<file path="config.mk">
export PLATFORM = sky130hd
export DESIGN_NAME = pipeline_ctrl
export DESIGN_NICKNAME = d
export VERILOG_FILES = /design/src/rtl/rv32i_types.sv /design/src/rtl/pipeline_ctrl_hazard_detect.sv /design/src/rtl/pipeline_ctrl.sv
export SDC_FILE = /design/constraint.sdc
export NUM_CORES = 1
export LEC_CHECK = 0
export ABC_AREA = 1
export ABC_CLOCK_PERIOD_IN_PS = 3700
export BUFFER_PORTS_ARGS = -buffer_cell sky130_fd_sc_hd__buf_2
export CAP_MARGIN = 20
export CORE_MARGIN = 2
export CORE_UTILIZATION = 55
export CTS_BUF_LIST = sky130_fd_sc_hd__clkbuf_4
export DETAILED_ROUTE_END_ITERATION = 16
export GPL_TIMING_DRIVEN = 0
export PLACE_DENSITY = 0.85
export SLEW_MARGIN = 15
export SYNTH_ARGS = -nofsm -noshare
export SYNTH_HDL_FRONTEND = slang
export SYNTH_HIERARCHICAL = 1
export SYNTH_SLANG_ARGS = --single-unit
</file>
<file path="constraint.sdc">
create_clock -name clk -period 3.7 [get_ports clk]
set_input_delay 0.185 -clock clk [delete_from_list [all_inputs] [get_ports clk]]
set_output_delay 0.185 -clock clk [all_outputs]
set_load 0.01 [all_outputs]
</file>
<file path="src/rtl/rv32i_types.sv">
// Shared RV32I pipeline types: pipeline controller state and register constants.
package rv32i_types;

  typedef enum logic {
    RUN   = 1'b0,
    STALL = 1'b1
  } pipe_state_t;

  localparam logic [4:0] REG_X0 = 5'd0;

endpackage

</file>
<file path="src/rtl/pipeline_ctrl_hazard_detect.sv">
// Load-use hazard detector: ID/EX load whose rd feeds the IF/ID instruction.
module hazard_detect
  import rv32i_types::*;
(
  input  logic       idex_mem_read,
  input  logic [4:0] idex_rd,
  input  logic [4:0] ifid_rs1,
  input  logic [4:0] ifid_rs2,
  input  logic       ifid_uses_rs2,
  output logic       hazard
);

  logic rs1_hit;
  logic rs2_hit;

  assign rs1_hit = (idex_rd == ifid_rs1);
  assign rs2_hit = ifid_uses_rs2 & (idex_rd == ifid_rs2);

  assign hazard = idex_mem_read
                & (idex_rd != REG_X0)
                & (rs1_hit | rs2_hit);

endmodule

</file>
<file path="src/rtl/pipeline_ctrl.sv">
// Stall/flush controller for the 5-stage RV32I pipeline with perf counters.
module pipeline_ctrl
  import rv32i_types::*;
#(
  parameter int CNT_W = 32
) (
  input  logic             clk,
  input  logic             rst_n,
  input  logic             imem_req,
  input  logic             imem_resp,
  input  logic             dmem_req,
  input  logic             dmem_resp,
  input  logic             br_taken,
  input  logic             idex_mem_read,
  input  logic [4:0]       idex_rd,
  input  logic [4:0]       ifid_rs1,
  input  logic [4:0]       ifid_rs2,
  input  logic             ifid_uses_rs2,
  output logic             dmem_req_en,
  output logic             load_pc,
  output logic             load_if_id,
  output logic             load_id_ex,
  output logic             load_ex_mem,
  output logic             load_mem_wb,
  output logic             flush_if_id,
  output logic             flush_id_ex,
  output logic             flush_ex_mem,
  output logic             flush_mem_wb,
  output logic [CNT_W-1:0] stall_cnt,
  output logic [CNT_W-1:0] flush_cnt
);

  pipe_state_t      state_q, state_d;
  logic             i_done_q, i_done_d;
  logic             d_done_q, d_done_d;
  logic [CNT_W-1:0] stall_q, stall_d;
  logic [CNT_W-1:0] flush_q, flush_d;

  logic hazard;
  logic d_eff;
  logic i_ok;
  logic d_ok;
  logic ready;
  logic in_stall;

  hazard_detect u_hazard (
    .idex_mem_read (idex_mem_read),
    .idex_rd       (idex_rd),
    .ifid_rs1      (ifid_rs1),
    .ifid_rs2      (ifid_rs2),
    .ifid_uses_rs2 (ifid_uses_rs2),
    .hazard        (hazard)
  );

  // Flags can only be set on the way into STALL
  assign in_stall = (state_q == STALL);
  assign d_eff    = dmem_req & ~br_taken;
  assign i_ok     = ~imem_req | imem_resp | (i_done_q & in_stall);
  assign d_ok     = ~d_eff | dmem_resp | (d_done_q & in_stall);
  assign ready    = i_ok & d_ok;

  assign dmem_req_en = rst_n & d_eff;
  assign stall_cnt   = stall_q;
  assign flush_cnt   = flush_q;

  always_comb begin
    load_pc      = 1'b1;
    load_if_id   = 1'b1;
    load_id_ex   = 1'b1;
    load_ex_mem  = 1'b1;
    load_mem_wb  = 1'b1;
    flush_if_id  = 1'b0;
    flush_id_ex  = 1'b0;
    flush_ex_mem = 1'b0;
    flush_mem_wb = 1'b0;
    if (!rst_n) begin
      load_pc      = 1'b0;
      flush_if_id  = 1'b1;
      flush_id_ex  = 1'b1;
      flush_ex_mem = 1'b1;
      flush_mem_wb = 1'b1;
    end else if (!ready) begin
      load_pc     = 1'b0;
      load_if_id  = 1'b0;
      load_id_ex  = 1'b0;
      load_ex_mem = 1'b0;
      load_mem_wb = 1'b0;
    end else begin
      unique case (1'b1)
        br_taken: begin
          flush_if_id  = 1'b1;
          flush_id_ex  = 1'b1;
          flush_ex_mem = 1'b1;
          flush_mem_wb = 1'b1;
        end
        hazard & ~br_taken: begin
          load_pc     = 1'b0;
          load_if_id  = 1'b0;
          flush_id_ex = 1'b1;
        end
        default: ;
      endcase
    end
  end

  always_comb begin
    state_d  = RUN;
    i_done_d = 1'b0;
    d_done_d = 1'b0;
    stall_d  = stall_q;
    flush_d  = flush_q;
    if (!ready) begin
      state_d  = STALL;
      i_done_d = (i_done_q & in_stall) | (imem_req & imem_resp);
      d_done_d = (d_done_q & in_stall) | (d_eff & dmem_resp);
      if (stall_q != '1) stall_d = stall_q + CNT_W'(1);
    end else if (br_taken) begin
      if (flush_q != '1) flush_d = flush_q + CNT_W'(1);
    end
  end

  always_ff @(posedge clk) begin
    if (!rst_n) begin
      state_q  <= RUN;
      i_done_q <= 1'b0;
      d_done_q <= 1'b0;
      stall_q  <= '0;
      flush_q  <= '0;
    end else begin
      state_q  <= state_d;
      i_done_q <= i_done_d;
      d_done_q <= d_done_d;
      stall_q  <= stall_d;
      flush_q  <= flush_d;
    end
  end

endmodule

</file>
Word-level counts from Yosys, hierarchy flattened
Index checks and enable logic that the tools add are counted.

word-level totals
  register bits = 67
  input port bits = 24
  output and inout port bits = 74
  word-level logic and storage cells = 52

cells by class
  add/sub/neg operators = 2
  eq/ne operators = 4
  multiplexer cells = 13
  bitwise operators = 23
  reduce and logical (&&, ||, !) cells = 5

operators with widths
  kind                     number
  $add A32 B1 Y32 const B  2
  $ne A32 B32 Y1 const B   2
  $mux W1                  13
  $and A1 B1 Y1            11
  $eq A5 B5 Y1             2
  $or A1 B1 Y1             7
  $not A1 Y1               5
  $reduce_bool A5 Y1       1
  $reduce_or A2 Y1         2
  $reduce_and A3 Y1        1
  $reduce_and A2 Y1        1

Depth between registers and ports, before layout
  depth after elaboration = 9
  gate-level depth with buffers = 11

By module
The synthesis kept the hierarchy.

modules (own cells, without submodules)
  module         times used  cells each  area an instance (µm²)
  pipeline_ctrl  1           695         4057.6
  hazard_detect  1           52          206.4

Worst setup path after synthesis
OpenSTA, ideal clock, no wires.

  path kind = reg-to-reg
  start = register flush_q[0] (netlist: flush_cnt[0])
  end = register flush_q[10] (netlist: flush_cnt[10])
  library setup time = 115 ps
  arrival = 1572 ps
  setup slack = 2013 ps
  cell stages (with the launch flop) = 10
  clock period less this slack = 1687 ps
  cell sequence = dfxtp_1 > ha_1 > nand2_1 > nor2_2 > nand2_2 > nor2_4 > nand3_4 > buf_2 > a21oi_1 > nor2_1

on the way
  longest elaborated chain between the ends = 2

ends and longest elaborated chain
  item                                                     RTL line              RTL
  start, declared                                          pipeline_ctrl.sv:37   logic [CNT_W-1:0] flush_q, flush_d;
  start signal, assigned                                   pipeline_ctrl.sv:134  flush_q <= flush_d;
  branches (longest 2 deep; another with $add A32 B1 Y32)  n/a

Parallel ways; which one is timed is not known.
A chain may end at the register's enable or synchronous reset.

Worst setup path after layout
  start = register state_q (netlist: in_stall)
  end = output port flush_if_id

on the way
  longest elaborated chain between the ends = 5

ends and longest elaborated chain
  item                                     RTL line                                  RTL
  start, declared                          pipeline_ctrl.sv:33                       pipe_state_t state_q, state_d;
  start signal, assigned                   pipeline_ctrl.sv:130                      state_q <= state_d;
  $and A1 B1 Y1, on equally long branches  pipeline_ctrl.sv:58, pipeline_ctrl.sv:59
  $or A1 B1 Y1, on equally long branches   pipeline_ctrl.sv:58, pipeline_ctrl.sv:59
  $and A1 B1 Y1 *                          pipeline_ctrl.sv:60                       assign ready = i_ok & d_ok;
  $mux W1 *                                pipeline_ctrl.sv:82                       end else if (!ready) begin
  $mux W1 *                                pipeline_ctrl.sv:76                       if (!rst_n) begin
  end, declared                            pipeline_ctrl.sv:25                       output logic flush_if_id,

Every way passes the cells marked *; elsewhere a longest branch is shown, timed or not.

==> reports/results.txt <==
The flow ran to the end, and the final reports show no timing, DRC or antenna violations. Across the VDD grid, the largest voltage drop is 168 uV. At the later pin of the worst-skew pair, clock insertion delay measures 430 ps. Ranked by instance count, the synthesized netlist is headed by nand2_1, nor2_1, dfxtp_1, inv_1, nand3_1.

The first global-routing pass estimated 20200 um of wire. The detail route stage leaves a number of antenna-violating nets equal to 0. Area growth from synthesis to final layout: 16.5%. Measured against its own limit, the worst slew margin works out to 63.9%. The maximum net fanout on the critical path was 10; the final HPWL from detailed placement was 9160 um. The static leakage is 0.00223 uW.

The number of placed instances, taps included, is 945. Of all flip-flops after synthesis, the portion carrying an async set or reset was 0%. For this run, the post-layout net count is 880. The most used flip-flop cell after synthesis is dfxtp_1.

For the number of remaining DRC errors, the log shows 0. The congestion estimate from routability-driven global placement came to 1.01. Setup repair after global routing left no endpoint under its margin.

The final hold slack is 5.61 ps. Of the synthesized area, sequential elements account for 31.5%. The fraction of post-synthesis cell area in the top cell type by area works out to 31.5%. Yosys mapped the design onto 25 distinct sky130hd cell types. The number of setup buffers added after CTS is 0. For this configuration, the core starts out at a cell density of 56.1%.

Of the cells placed in the final design, the portion with a size suffix greater than 1 is 16.1%. For this run, the number of Yosys warnings is 6. The startpoint class of the critical path was a register. The synthesized design contains 67 register bits. The post-route setup TNS is 0 ps, and the vertical die dimension is 92.1 um. The number of clock buffers added by TritonCTS is 9. The number of enable flip-flop cells after synthesis was 0; the area of the die was 8470 um2. The logs give 0 for the initial antenna violation count and 773 for the number of nets produced by synthesis. Clock skew after layout: 9.02 ps. Global routing used 28.9% of the available tracks across all layers. Entering global routing, the biggest net connects 11 pins. For the cell area after synthesis, the log shows 4260 um2.

Wires add up to 11800 um. By area the synthesized netlist is led by dfxtp_1, nand2_1, nor2_1. Using the TritonRoute via totals, the vias-per-cell ratio works out to 5.17.

Most common cell in the netlist: nand2_1. In this run, post-CTS repair resized a total of 0 instances. The worst setup path is captured at a primary output. The H-tree level count is 3.

In the final layout, the multi-input gates occupy 2520 um2. The total I/O pin count is 98, and the data arrival time of the critical path is 2090 ps. At the worst endpoint, the required time is 3510 ps. The min-delay analysis places its worst path in the category primary input to register. For this run, the detailed router's first-pass iteration total came to 7.

For this block, the via count after detailed routing is 4964. Critical path class: register to primary output. The total setup violations reported at the end of the flow was 0; the number of global-route vias before repair was 4708.

The tools report the post-placement worst setup slack as 1770 ps. The run gives 0 as the number of buffers inserted for hold repair after clock tree synthesis. The logs give 747 for the cell count after synthesis and 4970 um2 for the final instance area. The clock period could shrink to 2270 ps. Final standard cell count with taps included and fillers excluded: 960. dfxtp_1 takes more of the synthesized area than any other cell. The layout filler cell count was 789; the count of port buffers added during placement was 96. Registers take 1340 um2.

The run gives 0 as the final hold violation count. The tools report the CTS root buffer as clkbuf_4. The tree built by TritonCTS fans out to 67 sinks.

Clock-pin slew was measured on the worst setup and hold paths at 100 ps. The run gives 1430 ps as the final worst slack. The number of antenna diodes in the final layout is 0. From left edge to right edge, the die measures 92.1 um. Summed over all layers, the global routing overflow is 0. The transition at the pin with the smallest max-transition slack came out at 541 ps. The run gives 4870 um2 as the instance area at placement. Across the run, the number of max-cap violations was 0. The fmax was 440 MHz; the number of pins exceeding their max-slew limit in the final report was 0. Average footprint of a synthesized cell: 5.71 um2. Dividing total power by cell area gives a power density of 258 nW/um2.

TritonCTS built the clock tree. After floorplanning, the core was sized to cover 7610 um2. The floorplan has 32 rows. The count of routing violations after the opening detailed-route iteration was 252. In the final routed layout, each cell accounts on average for 12.3 um. In the finished design, the share of the clock period the worst path needs comes to 61.5%. The run gives 2 as the worst-case clock buffer depth.
-- power by group --
group / switching [uW] / internal [uW] / total [uW]
Clock: 272 / 133 / 406
Combinational: 85.9 / 51.5 / 137
Sequential: 9.94 / 729 / 739
Total: 368 / 914 / 1280
-- stage by stage --
step	util, %	total power [uW]
after floorplan	-	841
after global placement	64.0	886
after detailed placement	64.0	892
after CTS	65.3	1280
after global routing	65.3	1330
final	65.3	1280
-- placed cells by master, fill, tap and decap left out, drive strengths merged --
cell    instances
a21oi          59
and2            3
buf           112
clkbuf         19
clkinv          6
dfxtp          67
ha              2
inv            70
nand2         229
nand3          69
nand3b          3
nand4           8
nor2          198
o211ai          1
o21ai           2
or2             1
xnor2           4
xor2            5
-- worst max-delay path, cell delays in order (launching register included) --
cell	delay (ps)
dfxtp_1	330
nand2_1	70
nand3b_1	110
nand3_1	310
clkbuf_1	400
nand2_1	160
buf_4	160
buf_2	130
-- path summary, 6_finish.rpt --
| kind | depth (start not counted) | to | slack, ps | from |
|---|---|---|---|---|
| max | 7 | flush_if_id | 1430 | in_stall$_SDFF_PN0_ |
| min | 3 | i_done_q$_SDFF_PP0_ | 6 | imem_resp |
| max reg2reg | 9 | flush_cnt[30]$_SDFFE_PN0P_ | 1760 | flush_cnt[0]$_SDFFE_PN0P_ |
| min reg2reg | 2 | i_done_q$_SDFF_PP0_ | 490 | i_done_q$_SDFF_PP0_ |
-- layout make-up --
| cell class | count | area share (%) |
|---|---|---|
| clock inverter | 5 | 0.428 |
| clock buffer | 10 | 1.51 |
| timing repair buffer | 96 | 9.67 |
| multi-input combinational | 584 | 50.7 |
| tap | 102 | 2.57 |
| inverter | 71 | 5.36 |
| sequential | 67 | 27.0 |
| buffer | 25 | 2.80 |
-- metal layers --
layer,wire length (um),track usage [%],part of all wire (%)
met1,4850,34.6,41
met4,388,11.8,3.3
met5,0,0,0
met3,771,4.85,6.5
met2,5800,51.1,49
-- cells by family (layout without fill, tap and decap cells) --
| logic type | Yosys count | in the layout | share of synthesized area, % |
|---|---|---|---|
| AOI/OAI and AO/OA | 62 | 62 | 7.34 |
| DFF | 67 | 67 | 31.5 |
| xor gates and xnor gates | 9 | 9 | 1.85 |
| and+or+nand+nor | 511 | 511 | 49.3 |
| adders and majority gates | 2 | 2 | 0.587 |
| buffers and inverters | 96 | 207 | 9.51 |
-- state kept, by name (all words and copies together), names as in the netlist --
name	flops
flush_cnt	32
stall_cnt	32
in_stall	1
d_done_q	1
i_done_q	1
Power figures use the tool's default switching activity.
